### src/rtl/bytedecode_stream_pkg.sv
// -----------------------------------------------------------------------------
// bytedecode_stream_pkg
// Shared ML-KEM constants, FSM state encoding and small helpers for the
// streaming ByteDecode_d block.
//   KYBER_Q    : ML-KEM modulus (3329)
//   KYBER_N    : coefficients per polynomial (256)
//   KYBER_DMAX : widest legal coefficient width (12)
// -----------------------------------------------------------------------------
package bytedecode_stream_pkg;

  localparam int KYBER_Q    = 3329;
  localparam int KYBER_N    = 256;
  localparam int KYBER_DMAX = 12;

  typedef enum logic [1:0] {
    S_IDLE = 2'd0,
    S_RUN  = 2'd1,
    S_DONE = 2'd2
  } state_e;

  // d is legal in 1..KYBER_DMAX
  function automatic logic d_legal(input logic [3:0] d);
    return (d != 4'd0) && (d <= 4'(KYBER_DMAX));
  endfunction

  // Low-d-bit mask inside a 12-bit lane
  function automatic logic [11:0] d_mask(input logic [3:0] d);
    return 12'hFFF >> (4'd12 - d);
  endfunction

endpackage

### src/rtl/bytedecode_stream_decompress_lane.sv
// -----------------------------------------------------------------------------
// decompress_lane
// Combinational ML-KEM Decompress_d for one coefficient lane:
//   y = (x*KYBER_Q + 2^(d-1)) >> d   for d < 12
//   y = x                            for d == 12
// Only instantiated by bytedecode_stream when BYTEDECODE_DECOMPRESS_EN is
// defined.
// Ports:
//   x_i [11:0]   raw d-bit coefficient (upper bits zero)
//   d_i [3:0]    bits per coefficient
//   y_o [CW-1:0] decompressed coefficient, zero-extended
// -----------------------------------------------------------------------------
module decompress_lane
  import bytedecode_stream_pkg::*;
#(
  parameter int CW = 12
) (
  input  logic [11:0]   x_i,
  input  logic [3:0]    d_i,
  output logic [CW-1:0] y_o
);

  // x < 2^12 and Q < 2^12, so 24 bits hold the product plus rounding term
  logic [23:0] prod_s;
  logic [23:0] round_s;
  logic [23:0] sum_s;

  // Multiply, add half-LSB rounding term, scale down by 2^d
  always_comb begin
    prod_s  = 24'(x_i) * 24'(KYBER_Q);
    round_s = 24'd1 << (d_i - 4'd1);
    sum_s   = prod_s + round_s;
    if (d_i >= 4'(KYBER_DMAX)) begin
      y_o = CW'(x_i);
    end else begin
      y_o = CW'(sum_s >> d_i);
    end
  end

endmodule

### src/rtl/bytedecode_stream.sv
// -----------------------------------------------------------------------------
// bytedecode_stream
// Streaming ML-KEM ByteDecode_d: unpacks a packed little-endian bit stream
// into NCOEF d-bit coefficients (d = 1..12), NC lanes per output beat, with
// valid/ready on both the input and output sides.
//
// Optional feature macro: BYTEDECODE_DECOMPRESS_EN
//   defined     : each lane carries Decompress_d(x) (x unchanged for d == 12)
//   not defined : each lane carries raw x, zero-extended to CW bits
//
// Ports:
//   i_clk, i_rst      clock, synchronous active-high reset
//   i_start, i_d      start one polynomial decode with d bits per coefficient
//   i_ibytes*         packed input words (byte k at [8k+7:8k], LSB-first)
//   o_ibytes_ready    input word accepted on valid & ready
//   o_coeffs*         NC lanes of CW bits, lane k = coefficient base+k
//   i_coeffs_ready    downstream ready
//   o_busy            decode in progress
//   o_done            one-cycle pulse after the last output handshake
//   o_err             one-cycle pulse on a start with illegal d
// -----------------------------------------------------------------------------
module bytedecode_stream
  import bytedecode_stream_pkg::*;
#(
  parameter int IW    = 64,
  parameter int NC    = 4,
  parameter int CW    = 12,
  parameter int NCOEF = KYBER_N
) (
  input  logic             i_clk,
  input  logic             i_rst,
  input  logic             i_start,
  input  logic [3:0]       i_d,
  input  logic [IW-1:0]    i_ibytes,
  input  logic             i_ibytes_valid,
  output logic             o_ibytes_ready,
  output logic [NC*CW-1:0] o_coeffs,
  output logic             o_coeffs_valid,
  input  logic             i_coeffs_ready,
  output logic             o_busy,
  output logic             o_done,
  output logic             o_err
);

  // One full input word plus one full beat at the widest d always fits,
  // so a pop can never be blocked by a push and vice versa.
  localparam int BUFW  = IW + NC * KYBER_DMAX;
  localparam int FW    = $clog2(BUFW + 1);
  localparam int ICW   = $clog2(NCOEF * KYBER_DMAX / 8 + 1);
  localparam int NBEAT = NCOEF / NC;
  localparam int OCW   = (NBEAT > 1) ? $clog2(NBEAT) : 1;

  state_e             state_q,   state_d;
  logic [3:0]         d_q,       d_d;
  logic [FW-1:0]      fill_q,    fill_d;
  logic [BUFW-1:0]    buf_q,     buf_d;
  logic [ICW-1:0]     in_cnt_q,  in_cnt_d;
  logic [OCW-1:0]     out_cnt_q, out_cnt_d;
  logic               last_q,    last_d;
  logic [NC*CW-1:0]   coeffs_q,  coeffs_d;
  logic               valid_q,   valid_d;
  logic               err_q,     err_d;

  logic [FW-1:0]      pop_bits_s;
  logic [ICW-1:0]     in_lim_s;
  logic               pop_s;
  logic               room_s;
  logic               ready_s;
  logic               push_s;
  logic [BUFW-1:0]    buf_tmp_s;
  logic [FW-1:0]      fill_tmp_s;
  logic [NC*CW-1:0]   lanes_s;

  assign pop_bits_s = FW'(NC) * FW'(d_q);
  assign in_lim_s   = ICW'((NCOEF * 32'(d_q)) / IW);

  // last_q blocks any further load once the final beat has been taken
  assign pop_s = (state_q == S_RUN) && !last_q && (fill_q >= pop_bits_s) &&
                 (!valid_q || i_coeffs_ready);

  // Room is judged after this cycle's pop, if any
  assign room_s = (32'(fill_q) + 32'(IW)) <=
                  (32'(BUFW) - (pop_s ? 32'(pop_bits_s) : 32'd0));

  assign ready_s = (state_q == S_RUN) && (in_cnt_q < in_lim_s) && room_s;
  assign push_s  = i_ibytes_valid && ready_s;

  // Lane extraction straight from the buffer LSBs
  for (genvar k = 0; k < NC; k++) begin : g_lane
    logic [11:0] raw_s;
    assign raw_s = 12'(buf_q >> (32'(k) * 32'(d_q))) & d_mask(d_q);
`ifdef BYTEDECODE_DECOMPRESS_EN
    decompress_lane #(.CW(CW)) u_lane (
      .x_i (raw_s),
      .d_i (d_q),
      .y_o (lanes_s[k*CW +: CW])
    );
`else
    assign lanes_s[k*CW +: CW] = CW'(raw_s);
`endif
  end

  // Next-state logic: FSM, bit buffer, counters and output beat register
  always_comb begin
    state_d    = state_q;
    d_d        = d_q;
    fill_d     = fill_q;
    buf_d      = buf_q;
    in_cnt_d   = in_cnt_q;
    out_cnt_d  = out_cnt_q;
    last_d     = last_q;
    coeffs_d   = coeffs_q;
    valid_d    = valid_q;
    err_d      = 1'b0;
    buf_tmp_s  = buf_q;
    fill_tmp_s = fill_q;

    case (state_q)
      S_IDLE: begin
        if (i_start) begin
          if (d_legal(i_d)) begin
            state_d   = S_RUN;
            d_d       = i_d;
            fill_d    = '0;
            buf_d     = '0;
            in_cnt_d  = '0;
            out_cnt_d = '0;
            last_d    = 1'b0;
            valid_d   = 1'b0;
          end else begin
            err_d = 1'b1;
          end
        end else begin
          state_d = S_IDLE;
        end
      end

      S_RUN: begin
        // Bits above fill are kept zero, so the push can simply be OR'ed in
        if (pop_s) begin
          buf_tmp_s  = buf_q >> pop_bits_s;
          fill_tmp_s = fill_q - pop_bits_s;
        end else begin
          buf_tmp_s  = buf_q;
          fill_tmp_s = fill_q;
        end
        if (push_s) begin
          buf_tmp_s  = buf_tmp_s | (BUFW'(i_ibytes) << fill_tmp_s);
          fill_tmp_s = fill_tmp_s + FW'(IW);
          in_cnt_d   = in_cnt_q + ICW'(1);
        end else begin
          in_cnt_d   = in_cnt_q;
        end
        buf_d  = buf_tmp_s;
        fill_d = fill_tmp_s;

        if (pop_s) begin
          coeffs_d = lanes_s;
          valid_d  = 1'b1;
          if (out_cnt_q == OCW'(NBEAT - 1)) begin
            last_d = 1'b1;
          end else begin
            out_cnt_d = out_cnt_q + OCW'(1);
          end
        end else if (i_coeffs_ready) begin
          valid_d = 1'b0;
        end else begin
          valid_d = valid_q;
        end

        // Once the last beat is loaded, the next handshake ends the run
        if (last_q && valid_q && i_coeffs_ready) begin
          state_d = S_DONE;
        end else begin
          state_d = S_RUN;
        end
      end

      S_DONE: begin
        state_d = S_IDLE;
      end

      default: begin
        state_d = S_IDLE;
      end
    endcase
  end

  // State register with synchronous reset
  always_ff @(posedge i_clk) begin
    if (i_rst) begin
      state_q   <= S_IDLE;
      d_q       <= 4'd0;
      fill_q    <= '0;
      buf_q     <= '0;
      in_cnt_q  <= '0;
      out_cnt_q <= '0;
      last_q    <= 1'b0;
      coeffs_q  <= '0;
      valid_q   <= 1'b0;
      err_q     <= 1'b0;
    end else begin
      state_q   <= state_d;
      d_q       <= d_d;
      fill_q    <= fill_d;
      buf_q     <= buf_d;
      in_cnt_q  <= in_cnt_d;
      out_cnt_q <= out_cnt_d;
      last_q    <= last_d;
      coeffs_q  <= coeffs_d;
      valid_q   <= valid_d;
      err_q     <= err_d;
    end
  end

  assign o_ibytes_ready = ready_s;
  assign o_coeffs       = coeffs_q;
  assign o_coeffs_valid = valid_q;
  assign o_busy         = (state_q == S_RUN);
  assign o_done         = (state_q == S_DONE);
  assign o_err          = err_q;

endmodule

### config.mk
export PLATFORM = sky130hd
export DESIGN_NAME = bytedecode_stream
export DESIGN_NICKNAME = d
export VERILOG_FILES = /design/src/rtl/bytedecode_stream_pkg.sv /design/src/rtl/bytedecode_stream_decompress_lane.sv /design/src/rtl/bytedecode_stream.sv
export SDC_FILE = /design/constraint.sdc
export NUM_CORES = 1
export LEC_CHECK = 0
export BUFFER_PORTS_ARGS = -buffer_cell sky130_fd_sc_hd__buf_2
export CAP_MARGIN = 20
export CORE_MARGIN = 8
export CORE_UTILIZATION = 40
export DETAILED_ROUTE_END_ITERATION = 7
export SYNTH_ARGS = -nofsm -noshare
export SYNTH_HDL_FRONTEND = slang
export SYNTH_SLANG_ARGS = --single-unit
### constraint.sdc
create_clock -name i_clk -period 8.81 [get_ports i_clk]
set_input_delay 2.2025 -clock i_clk [delete_from_list [all_inputs] [get_ports i_clk]]
set_output_delay 2.2025 -clock i_clk [all_outputs]
set_load 0.01 [all_outputs]
## Word-level counts from Yosys, hierarchy flattened

Index checks and enable logic that the tools add are counted.

| word-level totals | value |
|---|---|
| bits of input ports | 73 |
| memory bits (read-only) | 0 |
| memories | 0 |
| memory bits (writable) | 0 |
| word-level logic and storage cells | 104 |
| latch bits | 0 |
| flip-flop bits (word level) | 191 |

| operators by class | value |
|---|---|
| $mul | 1 |
| equal/unequal tests | 11 |
| magnitude comparators | 4 |
| reduce and logical (&&, ||, !) cells | 23 |
| shift-type cells | 6 |
| add/subtract/negate cells | 7 |
| divide/modulo/power cells | 0 |
| bitwise logic cells | 7 |
| multiplexer cells | 35 |

Operators by type and width:

| operator | count |
|---|---|
| $mux W112 | 5 |
| $pmux W112 S2 | 1 |
| $or A112 B112 Y112 | 1 |
| $shl A64 B7 Y112 | 1 |
| $shr A112 B4 Y12 | 1 |
| $shr A112 B5 Y12 | 1 |
| $shr A112 B6 Y112 | 1 |
| $shr A112 B6 Y12 | 1 |
| $and A12 B12 Y12 | 4 |
| $mux W7 | 5 |
| $le A8 B32 Y1 | 1 |
| $mux W6 | 5 |
| $mux W9 | 3 |
| $pmux W9 S2 | 1 |
| $pmux W7 S2 | 1 |
| $pmux W6 S2 | 1 |
| $shr A12 B4 Y12 const A | 1 |
| $reduce_and A5 Y1 | 2 |
| $add A9 B1 Y9 const B | 1 |
| $logic_and A1 B1 Y1 | 9 |
| $lt A9 B6 Y1 | 1 |
| $add A7 B7 Y8 const B | 1 |
| $reduce_and A4 Y1 | 2 |
| $sub A7 B6 Y8 const A | 1 |
| other kinds (27) | 43 |

## Longest topological paths before layout

Gate-level depths: netlist (run 1).

| logic depth | value |
|---|---|
| depth in word-level cells | 11 |
| mapped depth | 26 |

## Least setup slack after synthesis (run 1)

Ideal clock, no wire load.

| timing path | value |
|---|---|
| path kind | input to output |
| start | input i_coeffs_ready |
| end | output o_ibytes_ready |
| stages | 16 |
| path buffers | 3 |
| slack | 1.632 ns |
| data required time | 6.608 ns |
| arrival | 4.975 ns |
| path through | nand2b_1 and2_1 buf_2 o21ai_1 clkbuf_1 clkbuf_1 nor2_1 inv_1 ha_1 inv_1 ha_1 nor2b_1 o21a_1 o21a_1 o21ai_0 and3_1 |

| between the ends | value |
|---|---|
| longest elaborated chain between the ends | 6 |

RTL lines:

| what | line | source |
|---|---|---|
| from (decl) | bytedecode_stream.sv:39 | `input logic i_coeffs_ready,` |
| $logic_or A1 B1 Y1 | bytedecode_stream.sv:79 | `(!valid_q \|\| i_coeffs_ready);` |
| $logic_and A1 B1 Y1 | bytedecode_stream.sv:78 | `assign pop_s = (state_q == S_RUN) && !last_q && (fill_q >= pop_bits_s) &&` |
| $mux W6 | bytedecode_stream.sv:83 | `(32'(BUFW) - (pop_s ? 32'(pop_bits_s) : 32'd0));` |
| $sub A7 B6 Y8 | bytedecode_stream.sv:83 |  |
| $le A8 B32 Y1 | bytedecode_stream.sv:82 | `assign room_s = (32'(fill_q) + 32'(IW)) <=` |
| $logic_and A1 B1 Y1 | bytedecode_stream.sv:85 | `assign ready_s = (state_q == S_RUN) && (in_cnt_q < in_lim_s) && room_s;` |
| to (decl) | bytedecode_stream.sv:36 | `output logic o_ibytes_ready,` |

No other way between the ends.

## Final worst setup path (run 1)

Same ends and word-level chain as after synthesis.

==> flow_metrics.env, run 1 <==
export IMPL_minimum_period_implied_by_the_final_worst_setup_slack_ps=7080
export IMPL_io_pins=126
export IMPL_synth_cell_area_um2=20500
export IMPL_final_common_cell="mux2i_1"
export IMPL_syn_area_per_cell_um2=8.07
export IMPL_final_setup_tns_ps=0
export IMPL_clkTransAtPathRegs_ps=80
export IMPL_worst_path_max_fanout=6
export IMPL_antenna_cells_inserted=0
export IMPL_max_clock_freq_ghz=0.141
export IMPL_ctsHtreeMaxLevel=4
export IMPL_number_of_nets_in_the_final_layout=2589
export IMPL_reg2reg_from="d_q[1]"
export IMPL_synth_warnings=0
export IMPL_syn_inst=2537
export IMPL_port_buffers=125
export IMPL_yosys_top_cells_area="dfxtp_1, mux2i_1, mux4_2, o21ai_0, nor2_1"
export IMPL_vias_per_cell=6.74
export IMPL_cts_resized_gates=0
export IMPL_finalCritPeriodShare=0.804
export IMPL_total_die_area_um2=58700
export IMPL_unrepaired_setup_endpoints_after_global_routing="no"
export IMPL_clockBufferDepth=2
export IMPL_grt_pass1_vias=20400
export IMPL_areaGrowthSynthToFinish_pct=8.15
export IMPL_syn_nets=2635
export IMPL_vdd_drop_max_mv=0.177
export IMPL_post_route_cells_drive_above_1_share=0.187
export IMPL_timing_max_slew_rel_slack=0.229
export IMPL_totalPowerFinal_mw=3.00
export IMPL_synth_edf_count=0
export IMPL_worstSetupPathType="input pin to output port"
export IMPL_antenna_found_initial=1
export IMPL_number_of_buffers_added_by_the_clock_tree_synthesis_step=17
export IMPL_grt_start_max_net_pins=154
export IMPL_postCtsSetupRepairBufs=0
export IMPL_class_of_the_tightest_hold_or_removal_check="flip-flop to flip-flop"
export IMPL_wire_per_inst_um=28.3
export IMPL_worst_skew_pair_late_latency_ps=510
export IMPL_initialDrtViolationCount=2789
export IMPL_std_cell_rows=83
export IMPL_routed_wl_mm=90.1
export IMPL_asyncSetResetFlopFracSynth=0
export IMPL_setup_viol_count_final=0
export IMPL_clock_tree_from_tritoncts="done"
export IMPL_slew_at_the_pin_closest_to_its_max_slew_limit_ps=1160
export IMPL_cellPowerDensity_nw_per_um2=136
export IMPL_start_kind="input pin"
export IMPL_layout_common_cells="mux2i_1, nor2_1, o21ai_0"
export IMPL_timing_max_cap_violations=0
export IMPL_ys_seq_area_frac=0.185
export IMPL_hold_violations=0
export IMPL_power_static_leakage_nw=8.21
export IMPL_postCtsHoldBufs=0
export IMPL_place_gp_congestion=1.00
export IMPL_reg2reg_to="buf_q[8]"
export IMPL_min_to="o_coeffs[4]"
export IMPL_die_y_um=242
export IMPL_final_max_slew_violation_count=0
export IMPL_place_hpwl_mm=68.2
export IMPL_yosysTopAreaCell="dfxtp_1"
export IMPL_rr_worst_depth=17
export IMPL_via_count=21500
export IMPL_tot_gr_track_use=0.294
export IMPL_first_pass_iters=6
export IMPL_run_status="completed"
export IMPL_floorplan_initialDensity=0.401
export IMPL_overflow=0
export IMPL_cts_root_buf="clkbuf_16"
export IMPL_cts_sinks=189
export IMPL_arrival_ps=4880
export IMPL_drc=0
export IMPL_yosys_area_top_type_share=0.185
export IMPL_hold_start="o_coeffs[4]"
export IMPL_required_time_reported_for_the_critical_path_endpoint_ps=6610
export IMPL_yosys_register_bits=189
export IMPL_r2r_setup_slack_ps=3250
export IMPL_min_delay_path_depth=2
export IMPL_critical_path_endpoint_type="output port"
export IMPL_postRouteAntennaNets=0
export IMPL_synth_cell_type_count=80
export IMPL_synth_flop_cell="dfxtp_1"
export IMPL_fp_coreArea_um2=51000
export IMPL_finalClockSkew_ps=16.6
export IMPL_final_fill_count=5236
export IMPL_global_route_wire_length_before_repair_mm=134
export IMPL_die_x_um=242
-- cells by family (layout without fill, tap and decap cells) --
kind of cell | count (synthesis) | count (layout) | share of synthesized area
buffers and inverters | 265 | 232 | 0.0539
flip-flops | 189 | 189 | 0.185
AO/OA/AOI/OAI | 839 | 839 | 0.260
AND/OR/NAND/NOR | 695 | 695 | 0.148
adder cells (fa/ha/maj) | 25 | 25 | 0.0160
multiplexers | 512 | 512 | 0.333
XOR/XNOR | 12 | 12 | 0.00513
-- cells in the mapped netlist, drive strengths merged (32+ instances only) --
| library cell | instances |
|---|---|
| clkbuf | 141 |
| a211oi | 65 |
| a22oi | 94 |
| mux2 | 76 |
| mux4 | 127 |
| nand2b | 32 |
| a21oi | 191 |
| nand3 | 43 |
| dfxtp | 189 |
| o21ai | 245 |
| nor2 | 268 |
| nand2 | 236 |
| buf | 103 |
| mux2i | 309 |
-- state kept, by name, indices dropped and copies added, names as in the netlist --
signal          count
d_q                 4
in_cnt_q            9
buf_q             112
out_cnt_q           6
last_q              1
state_q             2
o_coeffs_valid      1
fill_q              5
o_coeffs           48
o_err               1
-- critical path: stages --
cell      delay, ps
buf_2           100
nand2b_1        190
and2_1          350
o21ai_4         100
nor2_1          150
inv_1            60
ha_1            280
inv_1            40
ha_1            280
nor2b_1         130
o21a_1          160
o21a_1          160
o21ai_0         260
and3_1          250
buf_2           160
-- cell type report --
class / instances / area, µm² / area share
well taps: 680 / 851 / 0.0384
flip-flops and latches: 189 / 3800 / 0.172
multi-input cells: 2083 / 15700 / 0.709
clock inverters: 15 / 244 / 0.0110
inverters: 21 / 81.3 / 0.00367
clock buffers: 17 / 425 / 0.0192
repair buffers: 179 / 1040 / 0.0471
-- metal layers --
metal | track usage | part of all wire
met2 | 0.455 | 0.44
met5 | 0 | 0.00016
met4 | 0.136 | 0.048
met1 | 0.387 | 0.41
met3 | 0.0666 | 0.098
-- how the worst max path moves through the flow --
stage                               from              to  slack, ps  depth (start not counted)
after global placement    i_coeffs_ready  o_ibytes_ready       1780                         15
after CTS                 i_coeffs_ready  o_ibytes_ready       1760                         15
after floorplan           i_coeffs_ready  o_ibytes_ready       1630                         16
final                     i_coeffs_ready  o_ibytes_ready       1730                         15
after detailed placement  i_coeffs_ready  o_ibytes_ready       1770                         15
after global routing      i_coeffs_ready  o_ibytes_ready       1570                         15
-- where the power goes --
| group | switching (mW) | internal (mW) | leakage [nW] |
|---|---|---|---|
| combinational | 0.810 | 0.401 | 6.36 |
| clock | 0.446 | 0.446 | 0.322 |
| sequential | 0.0335 | 0.865 | 1.53 |
| total | 1.29 | 1.71 | 8.21 |
-- through the flow --
| step | worst slack (ps) | hold WS [ps] | instance area, µm² | cells | utilization |
|---|---|---|---|---|---|
| 2_1_floorplan | 1630 | 429 | 20500 | 2537 | - |
| 3_3_place_gp | 1780 | 438 | 21500 | 3152 | 0.421 |
| 3_5_place_dp | 1770 | 446 | 21500 | 3152 | 0.421 |
| 4_1_cts | 1760 | 456 | 22100 | 3184 | 0.434 |
| 5_1_grt | 1570 | 474 | 22100 | 3184 | 0.434 |
| 6_report | 1730 | 451 | 22100 | 3184 | 0.434 |
Note: power is estimated with default switching activity, not from simulation.
==> run 2: changes to the inputs <==
clock period = 6.15 ns   (was 8.81 ns; I/O delays follow)
==> flow_metrics.env, run 2 (synthesis gave the netlist of run 1 again) <==
export IMPL_ctsHtreeMaxLevel=4
export IMPL_vias_per_cell=6.74
export IMPL_timing_max_cap_violations=0
export IMPL_initialDrtViolationCount=3101
export IMPL_hold_start="o_coeffs[44]"
export IMPL_route_top_layer_used="met4"
export IMPL_clockBufferDepth=2
export IMPL_clock_tree_from_tritoncts="done"
export IMPL_postCtsSetupRepairBufs=0
export IMPL_postCtsHoldBufs=0
export IMPL_cts_sinks=189
export IMPL_rr_worst_depth=19
export IMPL_number_of_nets_in_the_final_layout=2604
export IMPL_std_cell_rows=83
export IMPL_cellPowerDensity_nw_per_um2=190
export IMPL_power_static_leakage_nw=8.26
export IMPL_antenna_found_initial=0
export IMPL_timing_max_slew_rel_slack=0.245
export IMPL_grt_pass1_vias=20500
export IMPL_routed_wl_met2_mm=41.2
export IMPL_global_route_wire_length_before_repair_mm=137
export IMPL_largest_register="buf_q"
export IMPL_largest_register_ff_count=112
export IMPL_area_of_all_placed_cells_without_fillers_um2=22200
export IMPL_finalClockSkew_ps=18.2
export IMPL_worstPathCellList="buf_2 > nand2b_1 > and2_1 > o21ai_4 > nor2_1 > inv_1 > ha_1 > inv_1 > ha_1 > nor2b_1 > o21a_1 > o21a_1 > o21ai_0 > and3_1 > buf_2"
export IMPL_worst_skew_pair_late_latency_ps=520
export IMPL_vdd_drop_max_mv=0.251
export IMPL_overflow=0
export IMPL_final_max_slew_violation_count=0
export IMPL_min_delay_path_depth=1
export IMPL_worstSetupPathType="input pin to output port"
export IMPL_met3WireLength_mm=8.49
export IMPL_place_gp_congestion=0.980
export IMPL_setup_viol_count_final=0
export IMPL_class_of_the_tightest_hold_or_removal_check="flip-flop to flip-flop"
export IMPL_final_common_cell="mux2i_1"
export IMPL_worst_path_depth=15
export IMPL_start_kind="input pin"
export IMPL_unrepaired_setup_endpoints_after_global_routing="no"
export IMPL_final_setup_tns_ps=0
export IMPL_cts_root_buf="clkbuf_16"
export IMPL_max_clock_freq_ghz=0.173
export IMPL_post_route_cells_drive_above_1_share=0.191
export IMPL_post_dp_area_um2=21600
export IMPL_slowest_cell_delay_on_critical_path_ps=340
export IMPL_critPathTopFamily="simple AND/OR/NAND/NOR gates"
export IMPL_via_count=21600
export IMPL_crit_buf_inv=4
export IMPL_run_status="finished, violations left"
export IMPL_reg2reg_from="d_q[3]"
export IMPL_final_core_util=0.436
export IMPL_fp_coreArea_um2=51000
export IMPL_drc=2
export IMPL_critical_path_slowest_cell="and2_1"
export IMPL_io_pins=126
export IMPL_critical_path_endpoint_type="output port"
export IMPL_die_x_um=242
export IMPL_minimum_period_implied_by_the_final_worst_setup_slack_ps=5770
export IMPL_min_to="o_coeffs[44]"
export IMPL_cts_resized_gates=0
export IMPL_detail_route_wirelength_met1_mm=37.6
export IMPL_finalCritPeriodShare=0.938
export IMPL_hold_violations=0
export IMPL_port_buffers=125
export IMPL_violations="DRC"
export IMPL_routed_wl_mm=92.0
export IMPL_wire_per_inst_um=28.7
export IMPL_postRouteAntennaNets=0
export IMPL_number_of_buffers_added_by_the_clock_tree_synthesis_step=17
export IMPL_first_pass_iters=8
export IMPL_layout_common_cells="mux2i_1, nor2_1, o21ai_0"
export IMPL_total_die_area_um2=58700
export IMPL_worst_path_max_fanout=6
export IMPL_place_hpwl_mm=69.4
export IMPL_die_y_um=242
export IMPL_slew_at_the_pin_closest_to_its_max_slew_limit_ps=1130
export IMPL_reg2reg_to="buf_q[103]"
export IMPL_grt_start_max_net_pins=162
export IMPL_tot_gr_track_use=0.302
export IMPL_arrival_ps=4230
export IMPL_floorplan_initialDensity=0.401
export IMPL_clkTransAtPathRegs_ps=80
export IMPL_r2r_setup_slack_ps=1400
export IMPL_required_time_reported_for_the_critical_path_endpoint_ps=4610
export IMPL_areaGrowthSynthToFinish_pct=8.56
[run 2: cell types whose count changed in the layout (fill, tap and decap cells not counted)]
cell,change
buf_12,+4
clkbuf_1,+1
clkinv_8,-4
inv_8,-1
inv_12,-1
inv_6,+3
bufinv_16,-2
clkinv_4,+3
diode_2,+2
buf_8,+1
clkinv_2,+1
buf_4,+10
[run 2: worst max-delay path by stage]
| stage | startpoint | endpoint |
|---|---|---|
| 2_1_floorplan | d_q[2] | o_ibytes_ready |
| 3_3_place_gp | i_coeffs_ready | o_ibytes_ready |
| 3_5_place_dp | i_coeffs_ready | o_ibytes_ready |
| 4_1_cts | i_coeffs_ready | o_ibytes_ready |
| 5_1_grt | i_coeffs_ready | o_ibytes_ready |
| 6_report | i_coeffs_ready | o_ibytes_ready |
[run 2: final cells by class]
cell class | instances | area, µm²
multi-input combinational | 2083 | 15700
timing repair buffer | 194 | 1210
inverter | 21 | 81.3
clock inverter | 14 | 149
antenna | 2 | 5.00
sequential | 189 | 3800
tap | 680 | 851
clock buffer | 18 | 429
fill | 5185 | 28800
[run 2: layer usage]
| metal | vias up | track usage |
|---|---|---|
| met5 | - | 0 |
| met4 | 0 | 0.146 |
| met3 | 240 | 0.0548 |
| met2 | 1308 | 0.470 |
| met1 | 10500 | 0.402 |
| li1 | 9539 | - |
[run 2: where the power goes]
group | switching, mW | internal, mW
sequential | 0.0393 | 1.24
combinational | 1.19 | 0.601
clock | 0.625 | 0.541
[run 2: per-stage QoR]
step,hold WS [ps],std cells,worst slack (ps),power [mW]
after global routing,475,3199,95.1,4.36
final,448,3201,379,4.23
after detailed placement,434,3165,419,3.04
after CTS,452,3197,401,4.19
after global placement,436,3165,426,3.03
after floorplan,429,2537,124,2.44
